[config.mk]
export PLATFORM = sky130hd
export DESIGN_NAME = adc_capture_ctrl
export DESIGN_NICKNAME = d
export VERILOG_FILES = /design/src/rtl/adc_capture_ctrl.sv
export SDC_FILE = /design/constraint.sdc
export NUM_CORES = 1
export LEC_CHECK = 0
export BUFFER_PORTS_ARGS = -buffer_cell sky130_fd_sc_hd__buf_2
export CAP_MARGIN = 20
export CELL_PAD_IN_SITES_DETAIL_PLACEMENT = 0
export CELL_PAD_IN_SITES_GLOBAL_PLACEMENT = 1
export CORE_MARGIN = 2
export CORE_UTILIZATION = 43
export CTS_BUF_LIST = sky130_fd_sc_hd__clkbuf_16
export DETAILED_ROUTE_END_ITERATION = 8
export GPL_TIMING_DRIVEN = 0
export HOLD_SLACK_MARGIN = 0.1
export PLACE_DENSITY_LB_ADDON = 0.1
export RECOVER_POWER = 25
export SLEW_MARGIN = 5
export SYNTH_ARGS = -nofsm -noshare
export SYNTH_HDL_FRONTEND = slang
export SYNTH_SLANG_ARGS = --single-unit
[constraint.sdc]
create_clock -name clk -period 3.4 [get_ports clk]
set_input_delay 0.17 -clock clk [delete_from_list [all_inputs] [get_ports clk]]
set_output_delay 0.17 -clock clk [all_outputs]
set_load 0.005 [all_outputs]
[src/rtl/adc_capture_ctrl.sv]
// Pre/post-trigger ADC capture controller: packs two samples per SDRAM word and drives the write port.
// Optional CAP_EXT_TRIG_EN adds a synchronous external trigger input (trig_ext, rising edge in ARMED).
module adc_capture_ctrl #(
   parameter int ADC_W    = 8,
   parameter int CNT_W    = 24,
   parameter int LOAD_CYC = 4
) (
   input  logic                 clk,
   input  logic                 rst,
   input  logic [ADC_W-1:0]     adc_data,
   input  logic                 sdram_init_done,
   input  logic                 arm,
   input  logic                 abort,
   input  logic [CNT_W-1:0]     pre_len,
   input  logic [CNT_W-1:0]     post_len,
   input  logic [ADC_W-1:0]     trig_level,
   input  logic                 trig_slope,
   input  logic                 force_trig,
`ifdef CAP_EXT_TRIG_EN
   input  logic                 trig_ext,
`endif
   output logic                 wr_en,
   output logic [2*ADC_W-1:0]   wr_data,
   output logic                 wr_load,
   output logic                 busy,
   output logic                 done,
   output logic [CNT_W-1:0]     trig_pos,
   output logic [2:0]           dbg_state
);

   localparam logic [2:0] S_IDLE  = 3'd0;
   localparam logic [2:0] S_LOAD  = 3'd1;
   localparam logic [2:0] S_PRE   = 3'd2;
   localparam logic [2:0] S_ARMED = 3'd3;
   localparam logic [2:0] S_POST  = 3'd4;
   localparam logic [2:0] S_DONE  = 3'd5;
   localparam int         LC_W    = $clog2(LOAD_CYC + 1);

   logic [2:0]         state_q, state_d;
   logic [LC_W-1:0]    load_cnt_q, load_cnt_d;
   logic               phase_q, phase_d;
   logic [ADC_W-1:0]   hold_q, hold_d;
   logic [ADC_W-1:0]   prev_q;
   logic               wr_en_q, wr_en_d;
   logic [2*ADC_W-1:0] wr_data_q, wr_data_d;
   logic [CNT_W-1:0]   word_cnt_q, word_cnt_d;
   logic [CNT_W-1:0]   post_cnt_q, post_cnt_d;
   logic [CNT_W-1:0]   pre_len_q, pre_len_d;
   logic [CNT_W-1:0]   post_len_q, post_len_d;
   logic [CNT_W-1:0]   trig_pos_q, trig_pos_d;
   logic               packing, word_done, arm_ok, lvl_hit, ext_hit, trig_hit;

`ifdef CAP_EXT_TRIG_EN
   logic ext_prev_q;
   always_ff @(posedge clk) begin
      if (rst) ext_prev_q <= 1'b0;
      else     ext_prev_q <= trig_ext;
   end
   assign ext_hit = trig_ext & ~ext_prev_q;
`else
   assign ext_hit = 1'b0;
`endif

   assign packing   = (state_q == S_PRE) || (state_q == S_ARMED) || (state_q == S_POST);
   assign word_done = packing && phase_q;
   assign arm_ok    = arm && sdram_init_done && ((state_q == S_IDLE) || (state_q == S_DONE));
   assign lvl_hit   = trig_slope ? ((prev_q >= trig_level) && (adc_data <  trig_level))
                                 : ((prev_q <  trig_level) && (adc_data >= trig_level));
   assign trig_hit  = lvl_hit || force_trig || ext_hit;

   always_comb begin
      state_d    = state_q;
      load_cnt_d = load_cnt_q;
      phase_d    = phase_q;
      hold_d     = hold_q;
      wr_en_d    = 1'b0;
      wr_data_d  = wr_data_q;
      word_cnt_d = word_cnt_q;
      post_cnt_d = post_cnt_q;
      pre_len_d  = pre_len_q;
      post_len_d = post_len_q;
      trig_pos_d = trig_pos_q;

      // Even phase holds the first sample; odd phase emits {second, first} one clock later.
      if (packing) begin
         phase_d = ~phase_q;
         if (!phase_q) begin
            hold_d = adc_data;
         end else begin
            wr_en_d    = 1'b1;
            wr_data_d  = {adc_data, hold_q};
            word_cnt_d = word_cnt_q + CNT_W'(1);
         end
      end

      case (state_q)
         S_IDLE, S_DONE: begin
            if (arm_ok) begin
               state_d    = S_LOAD;
               load_cnt_d = '0;
               pre_len_d  = pre_len;
               post_len_d = (post_len == '0) ? CNT_W'(1) : post_len;
            end
         end
         S_LOAD: begin
            load_cnt_d = load_cnt_q + LC_W'(1);
            phase_d    = 1'b0;
            word_cnt_d = '0;
            if (load_cnt_q == LC_W'(LOAD_CYC - 1))
               state_d = (pre_len_q == '0) ? S_ARMED : S_PRE;
         end
         S_PRE: begin
            if (word_done && (word_cnt_q + CNT_W'(1) == pre_len_q))
               state_d = S_ARMED;
         end
         S_ARMED: begin
            if (trig_hit) begin
               trig_pos_d = word_cnt_q;
               // A trigger on the odd phase completes its word this cycle: that is post word 1.
               if (phase_q) begin
                  post_cnt_d = CNT_W'(1);
                  state_d    = (post_len_q == CNT_W'(1)) ? S_DONE : S_POST;
               end else begin
                  post_cnt_d = '0;
                  state_d    = S_POST;
               end
            end
         end
         S_POST: begin
            if (word_done) begin
               post_cnt_d = post_cnt_q + CNT_W'(1);
               if (post_cnt_q + CNT_W'(1) == post_len_q)
                  state_d = S_DONE;
            end
         end
         default: state_d = S_IDLE;
      endcase

      if (abort) begin
         state_d = S_IDLE;
         wr_en_d = 1'b0;
      end
   end

   always_ff @(posedge clk) begin
      if (rst) begin
         state_q    <= S_IDLE;
         load_cnt_q <= '0;
         phase_q    <= 1'b0;
         hold_q     <= '0;
         prev_q     <= '0;
         wr_en_q    <= 1'b0;
         wr_data_q  <= '0;
         word_cnt_q <= '0;
         post_cnt_q <= '0;
         pre_len_q  <= '0;
         post_len_q <= '0;
         trig_pos_q <= '0;
      end else begin
         state_q    <= state_d;
         load_cnt_q <= load_cnt_d;
         phase_q    <= phase_d;
         hold_q     <= hold_d;
         prev_q     <= adc_data;
         wr_en_q    <= wr_en_d;
         wr_data_q  <= wr_data_d;
         word_cnt_q <= word_cnt_d;
         post_cnt_q <= post_cnt_d;
         pre_len_q  <= pre_len_d;
         post_len_q <= post_len_d;
         trig_pos_q <= trig_pos_d;
      end
   end

   assign wr_en     = wr_en_q;
   assign wr_data   = wr_data_q;
   assign wr_load   = (state_q == S_LOAD);
   assign busy      = (state_q == S_LOAD) || packing;
   assign done      = (state_q == S_DONE);
   assign trig_pos  = trig_pos_q;
   assign dbg_state = state_q;

endmodule
==> flow_metrics.env <==
export IMPL_period_minus_slack_ns=3.27
export IMPL_post_route_period_util=0.962
export IMPL_synth_top_area_share=0.384
export IMPL_worstPathMaxFanout=8
export IMPL_htreeDepth=4
export IMPL_synth_fp_nets=1165
export IMPL_fin_skew_ns=0.0112
export IMPL_timing_fmax_mhz=306
export IMPL_clk_latency_ns=0.44
export IMPL_drc_errors=0
export IMPL_netlist_area_mm2=0.00835
export IMPL_core_area_mm2=0.0189
export IMPL_layout_nets=1362
export IMPL_place_gp_congestion=0.883
export IMPL_synth_edf_count=0
export IMPL_antenna_left=0
export IMPL_die_w_um=143
export IMPL_track_usage=0.263
export IMPL_drive_gt1_frac=0.111
export IMPL_r2r_slack_ns=0.13
export IMPL_hold_path_class="in -> reg"
export IMPL_postSynthRegisterBits=160
export IMPL_dp_hpwl_um=19300
export IMPL_synth_xor_area_frac=0.0871
export IMPL_ios=118
export IMPL_port_buffers=116
export IMPL_rr_endpoint="dbg_state[0]"
export IMPL_n_antenna_cell=0
export IMPL_critPathLaunchType="register"
export IMPL_rr_worst_depth=10
export IMPL_avgSynthCellArea_um2=7.77
export IMPL_vdd_drop_max_mv=0.336
export IMPL_arrival_ns=3.65
export IMPL_synth_top_flop_cell="dfxtp_1"
export IMPL_vias_per_cell=5.39
export IMPL_tns_ns=0
export IMPL_cp_required_ns=3.78
export IMPL_start_util=0.442
export IMPL_synth_most_common_cell="nand2_1"
export IMPL_antenna_found_initial=0
export IMPL_clkSlewWorstSetupHoldPaths_ns=0.06
export IMPL_rows=50
export IMPL_power_density_mw_per_mm2=395
export IMPL_overflow=0
export IMPL_wirelength_um=26600
export IMPL_hp_start="post_len[0]"
export IMPL_synth_compound_area_frac=0.145
export IMPL_hold_path_end="post_len_q[0]"
export IMPL_synth_warnings=0
export IMPL_run_status="finished, final reports clean"
export IMPL_worst_slew_margin_rel=0.233
export IMPL_firstDrtPassIters=5
export IMPL_p_total_uw=4110
export IMPL_final_setup_viol_count=0
export IMPL_tightest_slew_ns=1.14
export IMPL_finalHoldViolCount=0
export IMPL_post_synth_most_frequent_cells="nand2_1, dfxtp_1, a21oi_1"
export IMPL_first_iter_violations=464
export IMPL_worstSetupPathType="reg -> reg"
export IMPL_p_leak_uw=0.00393
export IMPL_r2r_start="word_cnt_q[10]"
export IMPL_maxCapViolCount=0
export IMPL_fin_util=0.550
export IMPL_synthSimpleGateAreaFrac=0.273
export IMPL_yosysTopAreaCell="dfxtp_1"
export IMPL_cts_sinks=160
export IMPL_crit_start="word_cnt_q[10]"
export IMPL_grt_start_max_net_pins=17
export IMPL_synth_fa_ha_area_frac=0.0300
export IMPL_synth_distinct_cells=62
export IMPL_synth_top_family_by_area="simple AND/OR/NAND/NOR gates"
export IMPL_cts_buffers=17
export IMPL_cts_root_buffer_cell="clkbuf_16"
export IMPL_synth_area_top_cells="dfxtp_1, nand2_1, a21oi_1"
export IMPL_grt_pass1_wl_um=41600
export IMPL_end_kind="register"
export IMPL_place_inst=1451
export IMPL_wl_per_cell_um=17.2
export IMPL_drv_slew=0
export IMPL_grt_pass1_vias=7831
export IMPL_whs_path_depth=3
export IMPL_seq_area_frac_synth=0.384
export IMPL_area_delta_synth_final_pct=24.5
export IMPL_async_flop_share=0
export IMPL_stdcell_count=1544
export IMPL_cts_tree="built"
export IMPL_die_h_um=143
export IMPL_syn_inst=1074
export IMPL_rsz0062_at_grt="true"
export IMPL_dieArea_mm2=0.0205
export IMPL_dr_total_vias=8315
export IMPL_synth_mux_area_frac=0.0360
export IMPL_cts_buffer_depth=2
cell usage in the layout, fill, tap and decap left out, types with 5 or more instances in the layout:
master         count
buf_2             96
a21oi_1          128
and3_1             6
or4_1              9
nand2b_1           7
xor2_1            26
dlygate4sd3_1     56
xnor2_1           57
nor2b_1           12
nand4_1           23
nor4_1            28
clkbuf_16         17
and2_1            12
and4_1             7
clkinv_4           5
or3_1             24
mux2i_1           30
clkbuf_1          91
ha_1              20
nand2_1          179
nor3_1            22
nand3_1           24
nor2_1            98
inv_1             23
o21ai_0           38
dfxtp_1          159
buf_4              5
cells by family (layout without fill, tap and decap cells):
logic type               Yosys count  after routing
AND/OR/NAND/NOR                  471            471
multiplexers                      30             30
buffers and inverters             97            307
adder cells (fa/ha/maj)           20             20
AO/OA/AOI/OAI                    213            213
flip-flops                       160            160
XOR/XNOR                          83             83
sequential cells by signal, summed over array words and instances (netlist names):
name	count
trig_pos	24
dbg_state	3
wr_data	16
hold_q	8
prev_q	8
load_cnt_q	3
pre_len_q	24
wr_en	1
phase_q	1
post_cnt_q	24
word_cnt_q	24
post_len_q	24
through the flow:
step	instance area (um2)	worst slack, ns	hold slack, ns
after global placement	9250	-0.213	0.414
after detailed placement	9260	-0.204	0.412
after global routing	10400	-0.0143	0.181
after CTS	10400	0.0197	0.152
final	10400	0.128	0.179
after floorplan	8350	0.553	0.249
report_power, final:
part           internal [uW]  total [uW]  switching (uW)
clock network            941        1790             852
logic                    168         371             203
registers               1910        1940            35.7
layout make-up:
| class | count | area [um2] |
|---|---|---|
| plain buffers | 75 | 288 |
| clock buffers | 17 | 425 |
| clock inverters | 15 | 113 |
| fillers | 1910 | 8500 |
| inverters | 22 | 82.6 |
| multi-input cells | 817 | 4800 |
| flip-flops and latches | 160 | 3200 |
| well taps | 260 | 325 |
| repair buffers | 178 | 1150 |
what timing repair did:
action	4_1_cts	5_1_grt
gates resized for setup	3	5
setup endpoints to repair	1	7
hold endpoints to repair	75	0
hold buffers	56	0
setup buffers	0	5
pin swaps	0	2
layer usage:
metal	routed length, um	track usage	up-vias	part of all wire
met5	0	0	-	0
li1	-	-	4141	-
met2	11600	0.402	233	0.44
met1	12800	0.374	3901	0.48
met4	627	0.0903	0	0.024
met3	1540	0.0470	40	0.058
worst max-delay path by stage:
stage                         to  slack, ns
global route        dbg_state[0]      -0.01
global placement    dbg_state[0]      -0.21
detailed placement  dbg_state[0]      -0.20
floorplan           dbg_state[0]       0.55
CTS                 dbg_state[0]       0.02
finish              dbg_state[0]       0.13
worst max-delay path, cell delays in order, from the launching register on:
cell,delay (ns)
dfxtp_1,0.30
clkbuf_1,0.33
nand2_1,0.18
or4_1,0.51
buf_2,0.19
o31a_1,0.27
or3_1,0.36
a2111oi_2,0.44
o2111a_1,0.24
a31o_1,0.18
o2111a_1,0.19
(Power assumes the default switching activity.)
